--- config.mk ---
export PLATFORM = sky130hd
export DESIGN_NAME = fwd_hazard_unit
export DESIGN_NICKNAME = d
export VERILOG_FILES = /design/src/rtl/fwd_hazard_unit.sv
export SDC_FILE = /design/constraint.sdc
export NUM_CORES = 1
export LEC_CHECK = 0
export ABC_AREA = 1
export BUFFER_PORTS_ARGS = -buffer_cell sky130_fd_sc_hd__buf_2
export CELL_PAD_IN_SITES_DETAIL_PLACEMENT = 0
export CELL_PAD_IN_SITES_GLOBAL_PLACEMENT = 2
export CORE_MARGIN = 4
export CORE_UTILIZATION = 27
export CTS_CLUSTER_DIAMETER = 200
export DETAILED_ROUTE_END_ITERATION = 6
export PLACE_DENSITY_LB_ADDON = 0.3
export SYNTH_ARGS = -nofsm -noshare
export SYNTH_HDL_FRONTEND = slang
export SYNTH_SLANG_ARGS = --single-unit
--- constraint.sdc ---
create_clock -name clk -period 1.87 [get_ports clk]
set_input_delay 0.187 -clock clk [delete_from_list [all_inputs] [get_ports clk]]
set_output_delay 0.187 -clock clk [all_outputs]
set_load 0.005 [all_outputs]
--- src/rtl/fwd_hazard_unit.sv ---
// fwd_hazard_unit
//
// Forwarding and load-use hazard unit that sits at the ID stage of the
// pipelined RISC-V core. A shift-register scoreboard records the destination
// register of each of the last DEPTH in-flight instructions (entry 0 = EX,
// entry 1 = MEM, entry 2 = WB, ...). For each source operand the youngest
// matching producer is chosen as the forwarding source. A load whose result is
// not yet available in its current stage causes a stall.
//
// Parameters:
//   DEPTH       number of tracked producer stages (>= 1)
//   LOAD_READY  lowest entry index from which a load result can be forwarded
//   SEL_W       width of the forward-select outputs
//
// Ports:
//   clk, reset       clock, synchronous active-high reset
//   id_valid         ID holds a real instruction
//   id_instr         instruction word in ID (rs1 [19:15], rs2 [24:20], rd [11:7])
//   id_reads_rs1/2   operand is actually used by the instruction
//   id_writes_rd     instruction writes rd
//   id_is_load       instruction is a load
//   flush            squash the ID instruction and the EX entry
//   stall            hold PC and IF/ID, insert a bubble into EX
//   issue            ID instruction moves into EX this cycle
//   fwd_sel_rs1/2    0 = register file, k+1 = forward from entry k
//   stall_count      saturating count of stall cycles
//
// Handshake: the ID instruction is offered whenever id_valid = 1. It is taken
// (issue = 1) in exactly the cycle where there is no stall and no flush; while
// stall = 1 the upstream must keep the same instruction and qualifiers stable.
// flush drops the offer without taking it.

module fwd_hazard_unit #(
    parameter int DEPTH      = 3,
    parameter int LOAD_READY = 1,
    parameter int SEL_W      = $clog2(DEPTH + 1)
) (
    input  logic             clk,
    input  logic             reset,
    input  logic             id_valid,
    input  logic [31:0]      id_instr,
    input  logic             id_reads_rs1,
    input  logic             id_reads_rs2,
    input  logic             id_writes_rd,
    input  logic             id_is_load,
    input  logic             flush,
    output logic             stall,
    output logic             issue,
    output logic [SEL_W-1:0] fwd_sel_rs1,
    output logic [SEL_W-1:0] fwd_sel_rs2,
    output logic [31:0]      stall_count
);

    // Scoreboard: one {valid, rd, is_load} record per tracked stage.
    logic [DEPTH-1:0] sb_valid;
    logic [4:0]       sb_rd [DEPTH];
    logic [DEPTH-1:0] sb_load;

    logic [4:0] rs1;
    logic [4:0] rs2;
    logic [4:0] rd;
    logic       use_rs1;
    logic       use_rs2;

    logic [SEL_W-1:0] sel_rs1;
    logic [SEL_W-1:0] sel_rs2;
    logic             haz_rs1;
    logic             haz_rs2;

    // Opcode/funct/immediate bits are not needed here.
    logic unused_instr_bits;
    assign unused_instr_bits = ^{id_instr[31:25], id_instr[14:12], id_instr[6:0]};

    assign rs1 = id_instr[19:15];
    assign rs2 = id_instr[24:20];
    assign rd  = id_instr[11:7];

    // x0 is hard-wired zero and is never forwarded.
    assign use_rs1 = id_reads_rs1 && (rs1 != 5'd0);
    assign use_rs2 = id_reads_rs2 && (rs2 != 5'd0);

    // Walk from oldest to youngest so the lowest-index match is the last
    // assignment and therefore wins.
    always_comb begin
        sel_rs1 = '0;
        haz_rs1 = 1'b0;
        for (int k = DEPTH - 1; k >= 0; k--) begin
            if (use_rs1 && sb_valid[k] && (sb_rd[k] == rs1)) begin
                sel_rs1 = SEL_W'(k + 1);
                haz_rs1 = sb_load[k] && (k < LOAD_READY);
            end
        end
    end

    always_comb begin
        sel_rs2 = '0;
        haz_rs2 = 1'b0;
        for (int k = DEPTH - 1; k >= 0; k--) begin
            if (use_rs2 && sb_valid[k] && (sb_rd[k] == rs2)) begin
                sel_rs2 = SEL_W'(k + 1);
                haz_rs2 = sb_load[k] && (k < LOAD_READY);
            end
        end
    end

    // Flush outranks a hazard: the consumer is being squashed anyway.
    assign stall       = id_valid && (haz_rs1 || haz_rs2) && !flush;
    assign issue       = id_valid && !stall && !flush;
    assign fwd_sel_rs1 = id_valid ? sel_rs1 : '0;
    assign fwd_sel_rs2 = id_valid ? sel_rs2 : '0;

    // The scoreboard shifts every cycle; a stall or flush simply inserts a
    // bubble at entry 0. A flush also kills the instruction leaving EX.
    always_ff @(posedge clk) begin
        if (reset) begin
            sb_valid    <= '0;
            sb_load     <= '0;
            stall_count <= '0;
            for (int k = 0; k < DEPTH; k++) begin
                sb_rd[k] <= 5'd0;
            end
        end else begin
            for (int k = DEPTH - 1; k >= 1; k--) begin
                sb_valid[k] <= sb_valid[k-1] && !(flush && (k == 1));
                sb_rd[k]    <= sb_rd[k-1];
                sb_load[k]  <= sb_load[k-1];
            end
            sb_valid[0] <= issue && id_writes_rd && (rd != 5'd0);
            sb_rd[0]    <= rd;
            sb_load[0]  <= id_is_load;
            if (stall && (stall_count != 32'hFFFF_FFFF)) begin
                stall_count <= stall_count + 32'd1;
            end
        end
    end

endmodule

==> results.json, run 1 <==
{
  "cp_max_fo": 2,
  "drc": 0,
  "grt_pass1_vias": 2834,
  "rsz0062_at_grt": "true",
  "fp.dieH_um": 110.4,
  "synth.net_count": 473,
  "period_share": 0.9947,
  "worstSetupEndpointType": "output port",
  "grt_total_usage": 0.1421,
  "ys_ff_latch": 51,
  "initial_core_util": 0.2753,
  "tritoncts.num_buffers": 5,
  "max_slew_margin": 0.6925,
  "mappedNetlistArea_um2": 2829,
  "cts.htree.levels": 2,
  "layout.cell_area.non_filler_um2": 3821,
  "drt.antenna.violating_nets": 0,
  "finalMaxSlewViolations": 0,
  "synth_area_leaders": "sky130_fd_sc_hd__dfxtp_1 36%, sky130_fd_sc_hd__nand2_1 12%, sky130_fd_sc_hd__nor2_1 11%",
  "power_mw": 2.013,
  "clk_pin_slew_ns": 0.09,
  "io_pins": 78,
  "power.static_leakage_nw": 1.797,
  "cts_tree": "built",
  "synth_top_cell_by_area": "sky130_fd_sc_hd__dfxtp_1",
  "cts_root_buf": "sky130_fd_sc_hd__clkbuf_8",
  "drv_cap": 0,
  "drt-initial-drc-count": 106,
  "num_vias": 3050,
  "wl_um": 8749,
  "finalWorstPathRequiredPeriod_ns": 1.860,
  "placementRows": 37,
  "path_cells": "xor2_1 -> or2_4 -> nor4_4 -> buf_4 -> nand3_2 -> a21oi_2 -> buf_2",
  "grt_antenna_before_repair": 0,
  "clock_path_buffers": 2,
  "synth.lib_cells_used.distinct": 30,
  "ir_worst_vdd_mv": 0.3038,
  "first_pass_grt_wire_length_um": 13640,
  "hold_violations": 0,
  "pwr_density_cell_nw_per_um2": 526.8,
  "drtPass1Iterations": 4,
  "dpl_cell_area_um2": 3420,
  "setup.worst_path.class": "reg -> out",
  "globalRouteOverflowTotal": 0,
  "cts_hold_repair.buffers": 0,
  "worstMarginPinSlew_ns": 0.4601,
  "cp_startpoint_kind": "flop",
  "numPortBuffers": 60,
  "worst-path-buf-inv": 2,
  "avgViaCountPerCell": 4.593,
  "timing.critical_path.required_ns": 1.68,
  "areaGrowthSynthToFinish_pct": 35.07,
  "die_area_um2": 12180,
  "final_layout_size_suffix_gt1_frac": 0.3182,
  "synth_cells": 432,
  "finalSetupViolCount": 0,
  "final_net_count": 568,
  "outcome": "completed",
  "finClkSkew_ns": 0.01066,
  "grt_start_max_net_pins": 32,
  "worst_hold_slack_ns": 0.09566,
  "synth-warning-count": 0,
  "synthDominantCellAreaShare": 0.3609,
  "fmax_ghz": 0.5376,
  "critPathTopFamily": "simple AND/OR/NAND/NOR gates",
  "n_antenna_cell": 0,
  "wl_cell_um": 13.18,
  "crit_path_max_incr_delay_ns": 0.34,
  "fp.coreArea_um2": 10280,
  "crit_arrival_ns": 1.67,
  "synth_area_per_cell_um2": 6.549,
  "cp_slowest_cell": "sky130_fd_sc_hd__dfxtp_2",
  "setup_slack_ns": 0.01000,
  "insertion_delay_ns": 0.30,
  "die_w_um": 110.4,
  "synth-seq-area-share": 0.3609,
  "dpl.hpwl_um": 6072,
  "cts_sinks": 51,
  "place_ws_ns": -0.09984,
  "timing.hold.worst.class": "in -> reg",
  "gp_congestion": 0.7953
}
[what timing repair did]
action,CTS,global route
setup endpoints to repair,31,36
buffers inserted,3,7
resized for setup,20,38
pin swaps,6,8
gates cloned,2,2
[worst min-delay path: stages]
cell and delay, ns:
sky130_fd_sc_hd__buf_2 0.10, sky130_fd_sc_hd__inv_1 0.04, sky130_fd_sc_hd__nor2_1 0.03
[worst paths after layout]
check                           slack [ns]  cells after the start                          end               startpoint
worst max-delay path                  0.01                      7               fwd_sel_rs1[0]  sb_rd[0][12]$_SDFF_PP0_
worst max register to register        0.14                     13  stall_count[4]$_SDFFE_PP0P_   sb_rd[0][4]$_SDFF_PP0_
worst min register to register        0.46                      2      sb_rd[0][14]$_SDFF_PP0_   sb_rd[0][9]$_SDFF_PP0_
worst min-delay path                   0.1                      3        sb_load[0]$_SDFF_PP0_               id_is_load
[cells in the mapped netlist (all sizes together)]
cell type,n
or2,2
buf,8
clkinv,1
nand2,91
o22ai,3
o221ai,1
nand4,12
nor3,10
nand3,47
inv,58
nor2,86
xnor2,3
xor2,13
o311ai,1
clkbuf,2
o21ai,3
ha,1
a21oi,36
dfxtp,51
nor4,3
[cell families after synthesis]
family / after synthesis / share of synthesized area
and+or+nand+nor: 251 / 0.3981
buffers and inverters: 69 / 0.1053
DFF: 51 / 0.3609
AOI/OAI and AO/OA: 44 / 0.08182
xor gates and xnor gates: 16 / 0.04954
adders and majority gates: 1 / 0.004422
[layout make-up]
| cell class | count | area [um2] |
|---|---|---|
| Fill cell | 1152 | 6456 |
| Clock buffer | 8 | 100.1 |
| Tap cell | 136 | 170.2 |
| Inverter | 59 | 226.5 |
| Timing Repair Buffer | 94 | 571.8 |
| Sequential cell | 51 | 1036 |
| Multi-Input combinational cell | 316 | 1717 |
[cell usage in the layout, fill, tap and decap left out, types with 2 or more instances in the layout]
cell / instances
sky130_fd_sc_hd__nand3_2: 6
sky130_fd_sc_hd__buf_2: 60
sky130_fd_sc_hd__nor3_2: 4
sky130_fd_sc_hd__nor2_2: 5
sky130_fd_sc_hd__dfxtp_1: 39
sky130_fd_sc_hd__nand4_1: 11
sky130_fd_sc_hd__or2_4: 2
sky130_fd_sc_hd__nor4_4: 2
sky130_fd_sc_hd__dfxtp_2: 12
sky130_fd_sc_hd__nor2_1: 77
sky130_fd_sc_hd__a21oi_1: 31
sky130_fd_sc_hd__o21ai_1: 2
sky130_fd_sc_hd__buf_4: 32
sky130_fd_sc_hd__clkbuf_8: 7
sky130_fd_sc_hd__o22ai_1: 3
sky130_fd_sc_hd__nand2_2: 7
sky130_fd_sc_hd__nor2_4: 7
sky130_fd_sc_hd__inv_2: 9
sky130_fd_sc_hd__a21oi_2: 5
sky130_fd_sc_hd__nand2_1: 82
sky130_fd_sc_hd__xnor2_1: 3
sky130_fd_sc_hd__nor3_1: 5
sky130_fd_sc_hd__xor2_1: 13
sky130_fd_sc_hd__inv_1: 49
sky130_fd_sc_hd__nand3_1: 41
[metal layers]
metal / global-route usage / vias up / part of all wire
met3: 0.02504 / 4 / 0.054
met2: 0.2318 / 66 / 0.46
li1: - / 1579 / -
met1: 0.1982 / 1401 / 0.48
met4: 0.02639 / 0 / 0.0056
met5: 0 / - / 0
[state kept, by name, summed over array words and instances (netlist names)]
| name | count |
|---|---|
| stall_count | 32 |
| sb_rd | 15 |
| sb_valid | 3 |
| sb_load | 1 |
[power by group]
| part | total, mW | switching (mW) | internal, mW |
|---|---|---|---|
| sequential | 1.11 | 0.0130 | 1.10 |
| combinational | 0.184 | 0.113 | 0.0710 |
| clock | 0.714 | 0.375 | 0.339 |
[per-stage QoR]
step	std cells	util	setup TNS, ns
floorplan	432	-	0
detailed placement	644	0.3327	-1.864
global placement	644	0.3327	-1.195
finish	664	0.3718	0
global route	664	0.3718	-0.2095
CTS	657	0.3533	-0.1270
No activity file was read; power rests on OpenSTA's default activity.
==> run 2, diff against run 1 <==
--- a/config.mk
+++ b/config.mk
@@ -7,12 +7,14 @@
 export LEC_CHECK = 0
 export ABC_AREA = 1
 export BUFFER_PORTS_ARGS = -buffer_cell sky130_fd_sc_hd__buf_2
+export CAP_MARGIN = 0
 export CELL_PAD_IN_SITES_DETAIL_PLACEMENT = 0
 export CELL_PAD_IN_SITES_GLOBAL_PLACEMENT = 2
 export CORE_MARGIN = 4
 export CORE_UTILIZATION = 27
 export CTS_CLUSTER_DIAMETER = 200
 export DETAILED_ROUTE_END_ITERATION = 6
+export GPL_TIMING_DRIVEN = 0
 export PLACE_DENSITY_LB_ADDON = 0.3
 export SYNTH_ARGS = -nofsm -noshare
 export SYNTH_HDL_FRONTEND = slang
==> results.json, run 2 (same netlist as run 1, synthesis figures left out) <==
{
  "period_share": 1.003,
  "ir_worst_vdd_mv": 0.2308,
  "worstSetupEndpointType": "output port",
  "grt_start_max_net_pins": 15,
  "finClkSkew_ns": 0.005725,
  "timing.hold.worst.class": "in -> reg",
  "power.static_leakage_nw": 1.696,
  "finalMaxSlewViolations": 0,
  "drv_cap": 0,
  "fmax_ghz": 0.5332,
  "final_layout_size_suffix_gt1_frac": 0.2569,
  "crit_path_max_incr_delay_ns": 0.34,
  "n_antenna_cell": 0,
  "setup.worst_path.class": "reg -> out",
  "dpl.hpwl_um": 6532,
  "setup_tns_ns": -0.005538,
  "insertion_delay_ns": 0.30,
  "grt_antenna_before_repair": 0,
  "drt.antenna.violating_nets": 0,
  "clk_pin_slew_ns": 0.09,
  "outcome": "finished with violations",
  "largest_reg_flops": 32,
  "path_cells": "xor2_1 -> or2_4 -> nor4_4 -> nand3_1 -> a21oi_1 -> buf_2",
  "worst_r2r_startpoint": "stall_count[0]$_SDFFE_PP0P_",
  "rr_endpoint": "stall_count[28]$_SDFFE_PP0P_",
  "cp_startpoint_kind": "flop",
  "rsz0062_at_grt": "true",
  "most_common_library_cell_in_the_layout_ignoring_fill_and_taps": "sky130_fd_sc_hd__nand2_1",
  "cp_max_fo": 2,
  "critPathTopFamily": "simple AND/OR/NAND/NOR gates",
  "timing.critical_path.required_ns": 1.68,
  "cts_tree": "built",
  "largestRegisters": "stall_count: 32 flops, sb_rd: 15 flops, sb_valid: 3 flops",
  "avgViaCountPerCell": 4.604,
  "reg2reg_slack_ns": 0.15,
  "utilization": 0.3492,
  "worstMarginPinSlew_ns": 0.5776,
  "wl_um": 8491,
  "mostFrequentLayoutCells": "86 x sky130_fd_sc_hd__nand2_1, 78 x sky130_fd_sc_hd__nor2_1, 60 x sky130_fd_sc_hd__buf_2",
  "num_vias": 2956,
  "gp_congestion": 0.7440,
  "cts_root_buf": "sky130_fd_sc_hd__clkbuf_8",
  "drt-initial-drc-count": 130,
  "fp.coreArea_um2": 10280,
  "r2r_cells": 10,
  "setup_slack_ns": -0.005538,
  "pwr_density_cell_nw_per_um2": 544.9,
  "io_pins": 78,
  "timing.hold.worst_endpoint": "sb_valid[1]$_SDFF_PP0_",
  "clock_path_buffers": 2,
  "cts_hold_repair.buffers": 0,
  "number_of_placed_instances_taps_included": 628,
  "max_slew_margin": 0.6129,
  "finalSetupViolCount": 1,
  "initial_core_util": 0.2753,
  "cp_slowest_cell": "sky130_fd_sc_hd__dfxtp_2",
  "min_delay_path_depth": 2,
  "die_area_um2": 12180,
  "wl_cell_um": 13.23,
  "registers.top_by_ff_count": "stall_count",
  "nFillCells": 1176,
  "placementRows": 37,
  "first_pass_grt_wire_length_um": 13830,
  "areaGrowthSynthToFinish_pct": 26.85,
  "stdcell_count": 642,
  "grt_total_usage": 0.1440,
  "fp.dieH_um": 110.4,
  "drtPass1Iterations": 4,
  "cts_sinks": 51,
  "finalWorstPathRequiredPeriod_ns": 1.876,
  "tritoncts.num_buffers": 5,
  "violated_checks": "negative setup slack",
  "final_net_count": 547,
  "die_w_um": 110.4,
  "cts.htree.levels": 2,
  "worst-path-buf-inv": 1,
  "grt_pass1_vias": 2877,
  "hold_violations": 0,
  "globalRouteOverflowTotal": 0,
  "drc": 0,
  "worst_hold_startpoint": "flush",
  "numPortBuffers": 60,
  "crit_arrival_ns": 1.69
}
## run 2: cell count changes in the layout (fill, tap and decap cells not counted), moves of 3 or more
cell	before	now
sky130_fd_sc_hd__buf_1	0	3
sky130_fd_sc_hd__buf_4	32	7
sky130_fd_sc_hd__buf_6	1	5
sky130_fd_sc_hd__nand2_1	82	86
sky130_fd_sc_hd__nand2_2	7	3
sky130_fd_sc_hd__nor2_4	7	4
## run 2: worst max-delay path by stage
stage                                      from  slack, ns                            to  cells past startpoint
floorplan           stall_count[0]$_SDFFE_PP0P_       0.16  stall_count[17]$_SDFFE_PP0P_                     11
global placement    stall_count[0]$_SDFFE_PP0P_      -0.26  stall_count[26]$_SDFFE_PP0P_                     10
detailed placement  stall_count[0]$_SDFFE_PP0P_      -0.23   stall_count[5]$_SDFFE_PP0P_                     11
CTS                     sb_rd[0][12]$_SDFF_PP0_      0.001                fwd_sel_rs2[0]                      6
global route            sb_rd[0][11]$_SDFF_PP0_      -0.13                fwd_sel_rs2[0]                      6
finish                  sb_rd[0][11]$_SDFF_PP0_     -0.006                fwd_sel_rs2[0]                      6
## run 2: cell type report
cell class / count / area, um2 / area share
Clock buffer: 6 / 82.58 / 0.02301
Tap cell: 136 / 170.2 / 0.04742
Multi-Input combinational cell: 312 / 1638 / 0.4564
Inverter: 59 / 222.7 / 0.06206
Clock inverter: 1 / 5.005 / 0.001395
Buffer: 10 / 75.07 / 0.02092
Sequential cell: 51 / 1042 / 0.2904
Timing Repair Buffer: 67 / 352.8 / 0.09833
## run 2: timing repair
| action | 4_1_cts | 5_1_grt |
|---|---|---|
| setup buffers | 3 | 4 |
| pin swaps | 3 | 8 |
| resized for setup | 13 | 29 |
| setup endpoints to repair | 37 | 36 |
| hold endpoints to repair | 0 | 0 |
## run 2: routing by layer
| metal | vias to the layer above | GRT usage | part of all wire |
|---|---|---|---|
| li1 | 1530 | - | - |
| met1 | 1362 | 0.1996 | 0.49 |
| met2 | 59 | 0.2348 | 0.45 |
| met3 | 5 | 0.02621 | 0.056 |
| met4 | 0 | 0.02902 | 0.0071 |
| met5 | - | 0 | 0 |
## run 2: power breakdown
part / total, mW / internal (mW) / switching, mW
Clock: 0.665 / 0.292 / 0.373
Combinational: 0.180 / 0.0671 / 0.113
Sequential: 1.11 / 1.10 / 0.0128
Total: 1.96 / 1.46 / 0.498
## run 2: stage by stage
stage | power, mW | area, um2 | setup WS, ns | hold WS (ns)
6_report | 1.955 | 3588 | -0.005538 | 0.08627
5_1_grt | 2.061 | 3588 | -0.1309 | 0.07135
4_1_cts | 1.985 | 3462 | 0.001058 | 0.07727
3_5_place_dp | 1.307 | 3299 | -0.2285 | 0.4123
3_3_place_gp | 1.307 | 3299 | -0.2629 | 0.4014
2_1_floorplan | 1.235 | 2829 | 0.1566 | 0.2662
